==> config.mk <==
export PLATFORM = sky130hd
export DESIGN_NAME = uart_rx_ctrl
export DESIGN_NICKNAME = d
export VERILOG_FILES = /design/src/rtl/uart_rx_ctrl.sv
export SDC_FILE = /design/constraint.sdc
export NUM_CORES = 1
export LEC_CHECK = 0
export BUFFER_PORTS_ARGS = -buffer_cell sky130_fd_sc_hd__buf_2
export CAP_MARGIN = 20
export CORE_ASPECT_RATIO = 1.25
export CORE_MARGIN = 1.5
export CORE_UTILIZATION = 58
export CTS_CLUSTER_DIAMETER = 50
export DETAILED_ROUTE_END_ITERATION = 16
export PLACE_DENSITY = 0.85
export SLEW_MARGIN = 15
export SYNTH_ARGS = -nofsm -noshare
export SYNTH_HDL_FRONTEND = slang
export SYNTH_SLANG_ARGS = --single-unit
==> constraint.sdc <==
create_clock -name sysclk -period 2.16 [get_ports sysclk]
set_input_delay 0.432 -clock sysclk [delete_from_list [all_inputs] [get_ports sysclk]]
set_output_delay 0.432 -clock sysclk [all_outputs]
set_load 0.03 [all_outputs]
==> src/rtl/uart_rx_ctrl.sv <==
// uart_rx_ctrl: 8N1 UART receive controller.
// Synchronises the raw RX line, finds the start edge, enables the external
// baud generator for the duration of a frame and assembles the data bits
// on each mid-bit sample pulse. Good frames raise rx_done with the new
// byte; a low stop bit raises frame_err and leaves rx_data unchanged.
module uart_rx_ctrl #(
  parameter int DATA_BITS = 8
) (
  input  logic                 sysclk,
  input  logic                 rst_n,
  input  logic                 rx_pin,
  input  logic                 clk_bps,
  output logic                 count_sig,
  output logic [DATA_BITS-1:0] rx_data,
  output logic                 rx_done,
  output logic                 frame_err,
  output logic                 rx_busy
);

  typedef enum logic [1:0] {
    IDLE,
    START,
    DATA,
    STOP
  } state_e;

  localparam logic [2:0] LastIdx = 3'(DATA_BITS - 1);

  state_e               state_q, state_d;
  logic                 sync1_q, sync2_q, prev_q;
  logic                 fall;
  logic [DATA_BITS-1:0] shift_q;
  logic [DATA_BITS-1:0] rx_data_q;
  logic [2:0]           bit_idx_q;
  logic                 rx_done_q;
  logic                 frame_err_q;

  // Two-flop synchroniser plus an edge-detect flop; all reset high so that
  // leaving reset on an idle line never looks like a start edge.
  always_ff @(posedge sysclk or negedge rst_n) begin
    if (!rst_n) begin
      sync1_q <= 1'b1;
      sync2_q <= 1'b1;
      prev_q  <= 1'b1;
    end else begin
      sync1_q <= rx_pin;
      sync2_q <= sync1_q;
      prev_q  <= sync2_q;
    end
  end

  assign fall = prev_q & ~sync2_q;

  // Frame state register.
  always_ff @(posedge sysclk or negedge rst_n) begin
    if (!rst_n) begin
      state_q <= IDLE;
    end else begin
      state_q <= state_d;
    end
  end

  // Next-state logic: start on a falling edge, then advance only on sample pulses.
  always_comb begin
    state_d = state_q;
    unique case (state_q)
      IDLE: begin
        if (fall) state_d = START;
      end
      START: begin
        if (clk_bps) state_d = sync2_q ? IDLE : DATA;
      end
      DATA: begin
        if (clk_bps && (bit_idx_q == LastIdx)) state_d = STOP;
      end
      STOP: begin
        if (clk_bps) state_d = IDLE;
      end
      default: state_d = IDLE;
    endcase
  end

  // Datapath: LSB-first shift register, bit counter, output byte and strobes.
  always_ff @(posedge sysclk or negedge rst_n) begin
    if (!rst_n) begin
      shift_q     <= '0;
      bit_idx_q   <= '0;
      rx_data_q   <= '0;
      rx_done_q   <= 1'b0;
      frame_err_q <= 1'b0;
    end else begin
      rx_done_q   <= 1'b0;
      frame_err_q <= 1'b0;
      if (clk_bps) begin
        unique case (state_q)
          START: begin
            bit_idx_q <= '0;
          end
          DATA: begin
            shift_q <= {sync2_q, shift_q[DATA_BITS-1:1]};
            if (bit_idx_q != LastIdx) bit_idx_q <= bit_idx_q + 3'd1;
          end
          STOP: begin
            if (sync2_q) begin
              rx_data_q <= shift_q;
              rx_done_q <= 1'b1;
            end else begin
              frame_err_q <= 1'b1;
            end
          end
          default: begin
          end
        endcase
      end
    end
  end

  // Outputs: the baud enable and busy flag cover every non-idle state.
  always_comb begin
    count_sig = (state_q != IDLE);
    rx_busy   = (state_q != IDLE);
    rx_data   = rx_data_q;
    rx_done   = rx_done_q;
    frame_err = frame_err_q;
  end

endmodule
==> impl_metrics.toml, run 1 <==
[drt]
wire_per_inst_um = 13.8
drc = 0
ant_nets = 0
drt_iter0_drc = 0
dr.pass1.iters = 1
vias_per_cell = 5.57
routed_wl_um = 1410
vias = 568

[clock_network]
htree_levels = 1
cts-resized-gates = 0
cts_tree = "built"
cts_setup_buffers = 0
cts_buffers = 3
path_clk_slew_ns = 0.14
cts_sinks = 26
clk_latency_ns = 0.31
cts_buffer_depth = 2
postCtsHoldBufs = 0
root_buffer = "clkbuf_4"

[floorplanning]
die_area_um2 = 2110
die_w_um = 41.3
top_level_ports = 16
dieHeight_um = 50.9
fp-row-count = 17
core-area_um2 = 1740
initial_core_util = 0.611

[sta]
fin_setup_tns_ns = 0
fmax_mhz = 561
rsz0062_at_grt = "false"
worst_pin_slew_ns = 0.546
relSlewSlack = 0.636
clock_skew_ns = 0.00840
period_share = 0.825
drv_slew = 0
hold_viol = 0
setup_viol = 0
period_needed_ns = 1.78

[finish]
nFillCells = 129
drive_above_1_share = 0.530
nNetsFinal = 90
utilization = 0.679
antennaDiodeCount = 0
area_delta_synth_final_pct = 11.0

[flow_run]
maxCapViolCount = 0

[worst_setup_path]
reg2reg_from = "bit_idx_q[0]"
reg2reg_depth = 5
reg2reg_slack_ns = 0.75
path_cells = "or2_2 > buf_2"
crit_family = "flip-flops"
crit_buf_inv = 1
crit_fanout = 10
path_depth = 2
crit_arrival_ns = 1.35
critPathSlowestCell = "dfrtp_1"
r2r_end = "bit_idx_q[2]"
crit_end = "rx_busy"
path_class = "register to primary output"
required_ns = 1.73
crit_path_end_kind = "primary output"
slowest_delay_ns = 0.52
start_kind = "register"

[placed_design]
gp_congestion = 0.643
io_buffers = 15
dp_hpwl_um = 1040

[synth]
syn_nets = 74
syn-cell-area_um2 = 1070
yosysTopAreaCell = "dfrtp_1"
ys_seq_area_frac = 0.614
synthMuxAreaShare = 0.189
ys_ff_latch = 26
syn_area_per_cell_um2 = 15.7
synth_top_area_frac = 0.540
ys_warn_count = 0
synth-xor-area-share = 0
synth_top_family_by_area = "multiplexers"
synth_compound_area_frac = 0.0599
synthAdderAreaFrac = 0.0235
yosys.area_share.simple = 0.0751
syn_inst = 68
yosysUniqueCellTypes = 20
synthTopCellsByArea = "dfrtp_1 54%, mux2_2 18%, dfstp_2 7.4%"

[grt]
grt_max_degree = 27
overflow = 0
grt_pass1_wl_um = 2490
grt_pass1_vias = 568
antenna_found_initial = 0
grt.total_usage = 0.178

[power]
power.leakage_nw = 0.616
powerDensity_nw_per_um2 = 1380
peakVddDrop_mv = 0.754

[hold_path]
hold_class = "primary input to asynchronous set/reset pin"

[status]
status = "completed"
[per-layer routing]
layer	track usage	vias to the layer above	wire, um
met5	0	-	0
met4	0.0968	0	22
met3	0.0261	2	53
met2	0.273	12	695
met1	0.232	283	640
li1	-	271	-
[through the flow]
step                area, um2  hold slack, ns  instances  worst slack (ns)  total power [mW]
CTS                      1180          0.0971        102             0.356              1.66
global placement         1130           0.346         98             0.737              1.31
global route             1180           0.110        102             0.297              1.75
floorplan                1070           0.136         68             0.642              1.23
finish                   1180          0.0836        102             0.378              1.64
detailed placement       1130           0.347         98             0.717              1.34
[placed cells by master, fill, tap and decap left out, drive strengths merged, types with 2 or more instances in the layout]
cell type / count
a22oi: 2
buf: 15
clkbuf: 3
dfrtp: 23
dfstp: 3
ha: 2
inv: 2
mux2: 17
nand2: 2
o2bb2ai: 3
[area by class of cell]
type | count | area (um2) | area share
clock buffers | 3 | 22.5 | 0.0190
clock inverters | 1 | 30.0 | 0.0254
inverters | 2 | 7.51 | 0.00634
multi-input cells | 36 | 370 | 0.313
flip-flops and latches | 26 | 654 | 0.553
well taps | 19 | 23.8 | 0.0201
repair buffers | 15 | 75.1 | 0.0634
[worst min path at each step]
stage / to / slack, ns / depth (start not counted)
6_report: rx_done / 0.08 / 1
3_3_place_gp: sync2_q / 0.35 / 0
3_5_place_dp: sync2_q / 0.35 / 0
4_1_cts: rx_done / 0.1 / 1
2_1_floorplan: asynchronous set/reset pin / 0.14 / 0
5_1_grt: rx_done / 0.11 / 1
[sequential cells by signal (all words and copies together), names as in the netlist, named ones only]
signal     cells
bit_idx_q      3
frame_err      1
prev_q         1
rx_data        8
rx_done        1
shift_q        8
state_q        1
sync1_q        1
sync2_q        1
[cells in the mapped netlist]
cell and instances:
dfrtp_1 23, mux2_2 17, buf_4 3, dfstp_2 3, o2bb2ai_1 3, a22oi_1 2
ha_1 2, inv_1 2, nand2_1 2, a32o_1 1, and3b_2 1, and4b_2 1
buf_6 1, mux2i_1 1, nand3b_4 1, nand4_4 1, nor2_1 1, o21a_1 1
o21ai_0 1, or2_2 1
[kinds of logic (layout without fill, tap and decap cells)]
logic type	after synthesis	after routing
flip-flops	26	26
multiplexers	18	18
AO/OA/AOI/OAI	8	8
AND/OR/NAND/NOR	8	8
buffers and inverters	6	21
adder cells (fa/ha/maj)	2	2
[power breakdown]
group | switching [mW] | internal, mW | total (mW)
Sequential | 0.138 | 0.647 | 0.785
Clock | 0.133 | 0.187 | 0.320
Combinational | 0.285 | 0.246 | 0.531
Total | 0.555 | 1.08 | 1.64
No activity file was read; power rests on OpenSTA's default activity.
==> run 2, diff against run 1 <==
Settings changed: CORE_UTILIZATION 58 to 54, PLACE_DENSITY 0.85 to 0.8.
Clock period 2.16 ns to 1.8 ns, I/O delays scaled along.
==> run 2 against run 1 <==
Net effect: register-to-register slack worse by 0.33 ns; design area is 2.2% lower; core utilization is 3.8 points lower; first-iteration DRC count is 1 higher; clock power is 27% lower; critical endpoint unchanged; highest routed layer unchanged.
==> impl_metrics.toml, run 2 (synthesis results as in run 1) <==
[grt]
antenna_found_initial = 0
grt_pass1_wl_um = 2550
grt_max_degree = 27
grt_pass1_vias = 589
grt.total_usage = 0.156
overflow = 0

[worst_setup_path]
path_class = "register to primary output"
crit_arrival_ns = 1.36
reg2reg_slack_ns = 0.42
start_kind = "register"
crit_end = "rx_busy"
r2r_end = "bit_idx_q[2]"
path_cells = "or2_2 > buf_2"
slowest_delay_ns = 0.53
reg2reg_depth = 5
crit_path_end_kind = "primary output"
reg2reg_from = "bit_idx_q[0]"
required_ns = 1.44
crit_fanout = 10
critPathSlowestCell = "dfrtp_1"

[sta]
period_needed_ns = 1.72
clock_skew_ns = 0.00216
setup_viol = 0
fin_setup_tns_ns = 0
relSlewSlack = 0.630
worst_pin_slew_ns = 0.554
period_share = 0.953
rsz0062_at_grt = "false"
fmax_mhz = 583
hold_slack_ns = 0.0272
drv_slew = 0
hold_viol = 0

[drt]
drc = 0
drt_iter0_drc = 1
ant_nets = 0
vias_per_cell = 5.73
dr.pass1.iters = 3
routed_wl_um = 1420
wire_per_inst_um = 13.9
vias = 584

[finish]
fin_cells = 102
area_delta_synth_final_pct = 8.57
fin_area_um2 = 1160
final_common_cell = "dfrtp_1"
utilization = 0.640
final_cell_mix = "23 x dfrtp_1, 17 x mux2_2, 15 x buf_2"
nNetsFinal = 90
drive_above_1_share = 0.518
antennaDiodeCount = 0

[hold_path]
hold_class = "primary input to asynchronous set/reset pin"

[placed_design]
post-place-cells = 98
io_buffers = 15
dp_hpwl_um = 1010
place_area_um2 = 1130
gp_congestion = 0.806

[clock_network]
cts_tree = "built"
cts-resized-gates = 0
cts_buffers = 3
cts_sinks = 26
cts_buffer_depth = 2
path_clk_slew_ns = 0.12
postCtsHoldBufs = 0
clk_latency_ns = 0.30
root_buffer = "clkbuf_4"
cts_setup_buffers = 0
htree_levels = 1

[floorplanning]
core-area_um2 = 1810
top_level_ports = 16
initial_core_util = 0.590
dieHeight_um = 52.7
die_area_um2 = 2250
die_w_um = 42.7
fp-row-count = 17

[power]
power.leakage_nw = 0.603
powerDensity_nw_per_um2 = 1570
peakVddDrop_mv = 0.877

[status]
status = "completed"

[flow_run]
maxCapViolCount = 0
[run 2: cell count changes in the layout (fill, tap and decap cells not counted), sizes merged]
| cell | delta |
|---|---|
| bufinv | -1 |
| clkbuf | +1 |
[run 2: cell type report]
type	count	area (um2)
tap	19	23.8
multi-input combinational	36	370
fill	143	651
clock buffer	4	26.3
timing repair buffer	15	75.1
inverter	2	7.51
sequential	26	654
[run 2: per-stage QoR]
| step | total power [mW] | worst slack, ns |
|---|---|---|
| floorplan | 1.48 | 0.354 |
| global placement | 1.57 | 0.440 |
| detailed placement | 1.60 | 0.428 |
| CTS | 1.84 | 0.0710 |
| global route | 1.94 | 0.0107 |
| finish | 1.81 | 0.0840 |
[run 2: metal layers]
layer / vias up / part of all wire / GRT usage
li1: 276 / - / -
met1: 297 / 0.45 / 0.185
met2: 9 / 0.51 / 0.265
met3: 2 / 0.031 / 0.0310
met4: 0 / 0.0099 / 0.0781
met5: - / 0 / 0
[run 2: how the worst min path moves through the flow]
stage                                       to     from
global placement                       sync2_q  sync1_q
finish                              rx_data[0]    rst_n
global route                        rx_data[0]    rst_n
detailed placement                     sync2_q  sync1_q
CTS                                 rx_data[0]    rst_n
floorplan           asynchronous set/reset pin    rst_n
[run 2: critical path, delay by kind of cell (launching register included)]
| kind | cells | cell delay (ns) |
|---|---|---|
| DFF | 1 | 0.53 |
| and+or+nand+nor | 1 | 0.35 |
| buffers and inverters | 1 | 0.18 |
[run 2: power breakdown]
part | total, mW | switching, mW | internal, mW
Combinational | 0.630 | 0.335 | 0.295
Sequential | 0.947 | 0.171 | 0.777
Clock | 0.234 | 0.148 | 0.0862
Total | 1.81 | 0.654 | 1.16
==> run 3, diff against run 2 <==
Settings changed: RECOVER_POWER from default to 100.
==> run 3 against run 2 <==
Net effect: design area shrank 3.6%; critical path depth is the same; final cell count is the same; power shrank 2.5%; critical endpoint unchanged; global-route usage is the same; largest cell class unchanged.
==> impl_metrics.toml, run 3 (synthesis results as in run 1) <==
[status]
status = "completed"

[clock_network]
clk_latency_ns = 0.30
htree_levels = 1
cts_tree = "built"
path_clk_slew_ns = 0.12
postCtsHoldBufs = 0
cts_sinks = 26
cts-resized-gates = 0
cts_buffer_depth = 2
cts_setup_buffers = 0
root_buffer = "clkbuf_4"
cts_buffers = 3

[worst_setup_path]
crit_path_end_kind = "primary output"
start_kind = "register"
path_cells = "or2_2 > clkbuf_2"
path_class = "register to primary output"
path_depth = 2
reg2reg_slack_ns = 0.26
reg2reg_depth = 2
critPathSlowestCell = "dfrtp_1"
r2r_end = "rx_data[4]"
crit_fanout = 10
crit_arrival_ns = 1.30
crit_buf_inv = 1
crit_family = "flip-flops"
slowest_delay_ns = 0.48
reg2reg_from = "sync2_q"
required_ns = 1.44
crit_end = "rx_busy"

[finish]
antennaDiodeCount = 0
final_common_cell = "dfrtp_1"
nFillCells = 151
final_cell_mix = "23 x dfrtp_1, 17 x mux2_2, 12 x clkbuf_1"
area_delta_synth_final_pct = 4.69
fin_area_um2 = 1120
nNetsFinal = 90
fin_cells = 102
drive_above_1_share = 0.349

[sta]
clock_skew_ns = 0.00480
rsz0062_at_grt = "false"
hold_viol = 0
drv_slew = 0
relSlewSlack = 0.114
setup_viol = 0
hold_slack_ns = 0.142
fmax_mhz = 603
period_needed_ns = 1.66
period_share = 0.922
fin_setup_tns_ns = 0
worst_pin_slew_ns = 1.33

[placed_design]
place_area_um2 = 1130
post-place-cells = 98
dp_hpwl_um = 1010
gp_congestion = 0.806
io_buffers = 15

[drt]
drt_iter0_drc = 5
vias = 588
routed_wl_um = 1440
drc = 0
wire_per_inst_um = 14.1
dr.pass1.iters = 4
vias_per_cell = 5.76
ant_nets = 0

[floorplanning]
dieHeight_um = 52.7
die_w_um = 42.7
die_area_um2 = 2250
top_level_ports = 16
core-area_um2 = 1810
fp-row-count = 17
initial_core_util = 0.590

[hold_path]
hold_class = "primary input to register"
hp-start = "rx_pin"

[grt]
antenna_found_initial = 0
grt_pass1_wl_um = 2550
grt.total_usage = 0.156
overflow = 0
grt_pass1_vias = 589
grt_max_degree = 27

[power]
power.leakage_nw = 0.540
peakVddDrop_mv = 0.852
powerDensity_nw_per_um2 = 1580

[flow_run]
maxCapViolCount = 0
run 3: per-layer routing:
layer	wire, um	track usage	part of all wire	vias to the layer above
met4	14	0.0781	0.0097	0
met3	54	0.0310	0.038	2
met2	756	0.265	0.53	15
met1	610	0.185	0.42	298
met5	0	0	0	-
li1	-	-	-	273
run 3: area by class of cell:
class	instances	area (um2)	area share
clock buffer	4	26.3	0.0235
inverter	2	7.51	0.00673
multi-input combinational	36	343	0.307
sequential	26	654	0.586
timing repair buffer	15	61.3	0.0549
tap	19	23.8	0.0213
run 3: metrics by stage:
| step | setup WS [ns] | utilization | power [mW] |
|---|---|---|---|
| after floorplan | 0.354 | - | 1.48 |
| after CTS | 0.0710 | 0.640 | 1.84 |
| after global placement | 0.440 | 0.626 | 1.57 |
| final | 0.141 | 0.617 | 1.77 |
| after detailed placement | 0.428 | 0.626 | 1.60 |
| after global routing | 0.0644 | 0.617 | 1.89 |
run 3: worst reg2reg max path: cells and delay by family, from the launching register on:
family | cells | cell delay, ns
flops | 1 | 0.61
mux | 1 | 0.43
simple gates | 1 | 0.41
run 3: how the worst min path moves through the flow:
stage | endpoint | slack [ns] | cells after the start
after floorplan | asynchronous set/reset pin | 0.06 | 0
after global placement | sync2_q | 0.35 | 0
after detailed placement | sync2_q | 0.35 | 0
after CTS | rx_data[0] | 0.04 | 1
after global routing | sync1_q | 0.11 | 1
final | sync1_q | 0.14 | 1
run 3: report_power, final:
part           switching, mW  leakage, nW  internal (mW)
Sequential             0.155        0.332          0.777
Clock                  0.148       0.0150         0.0862
Combinational          0.335        0.193          0.265
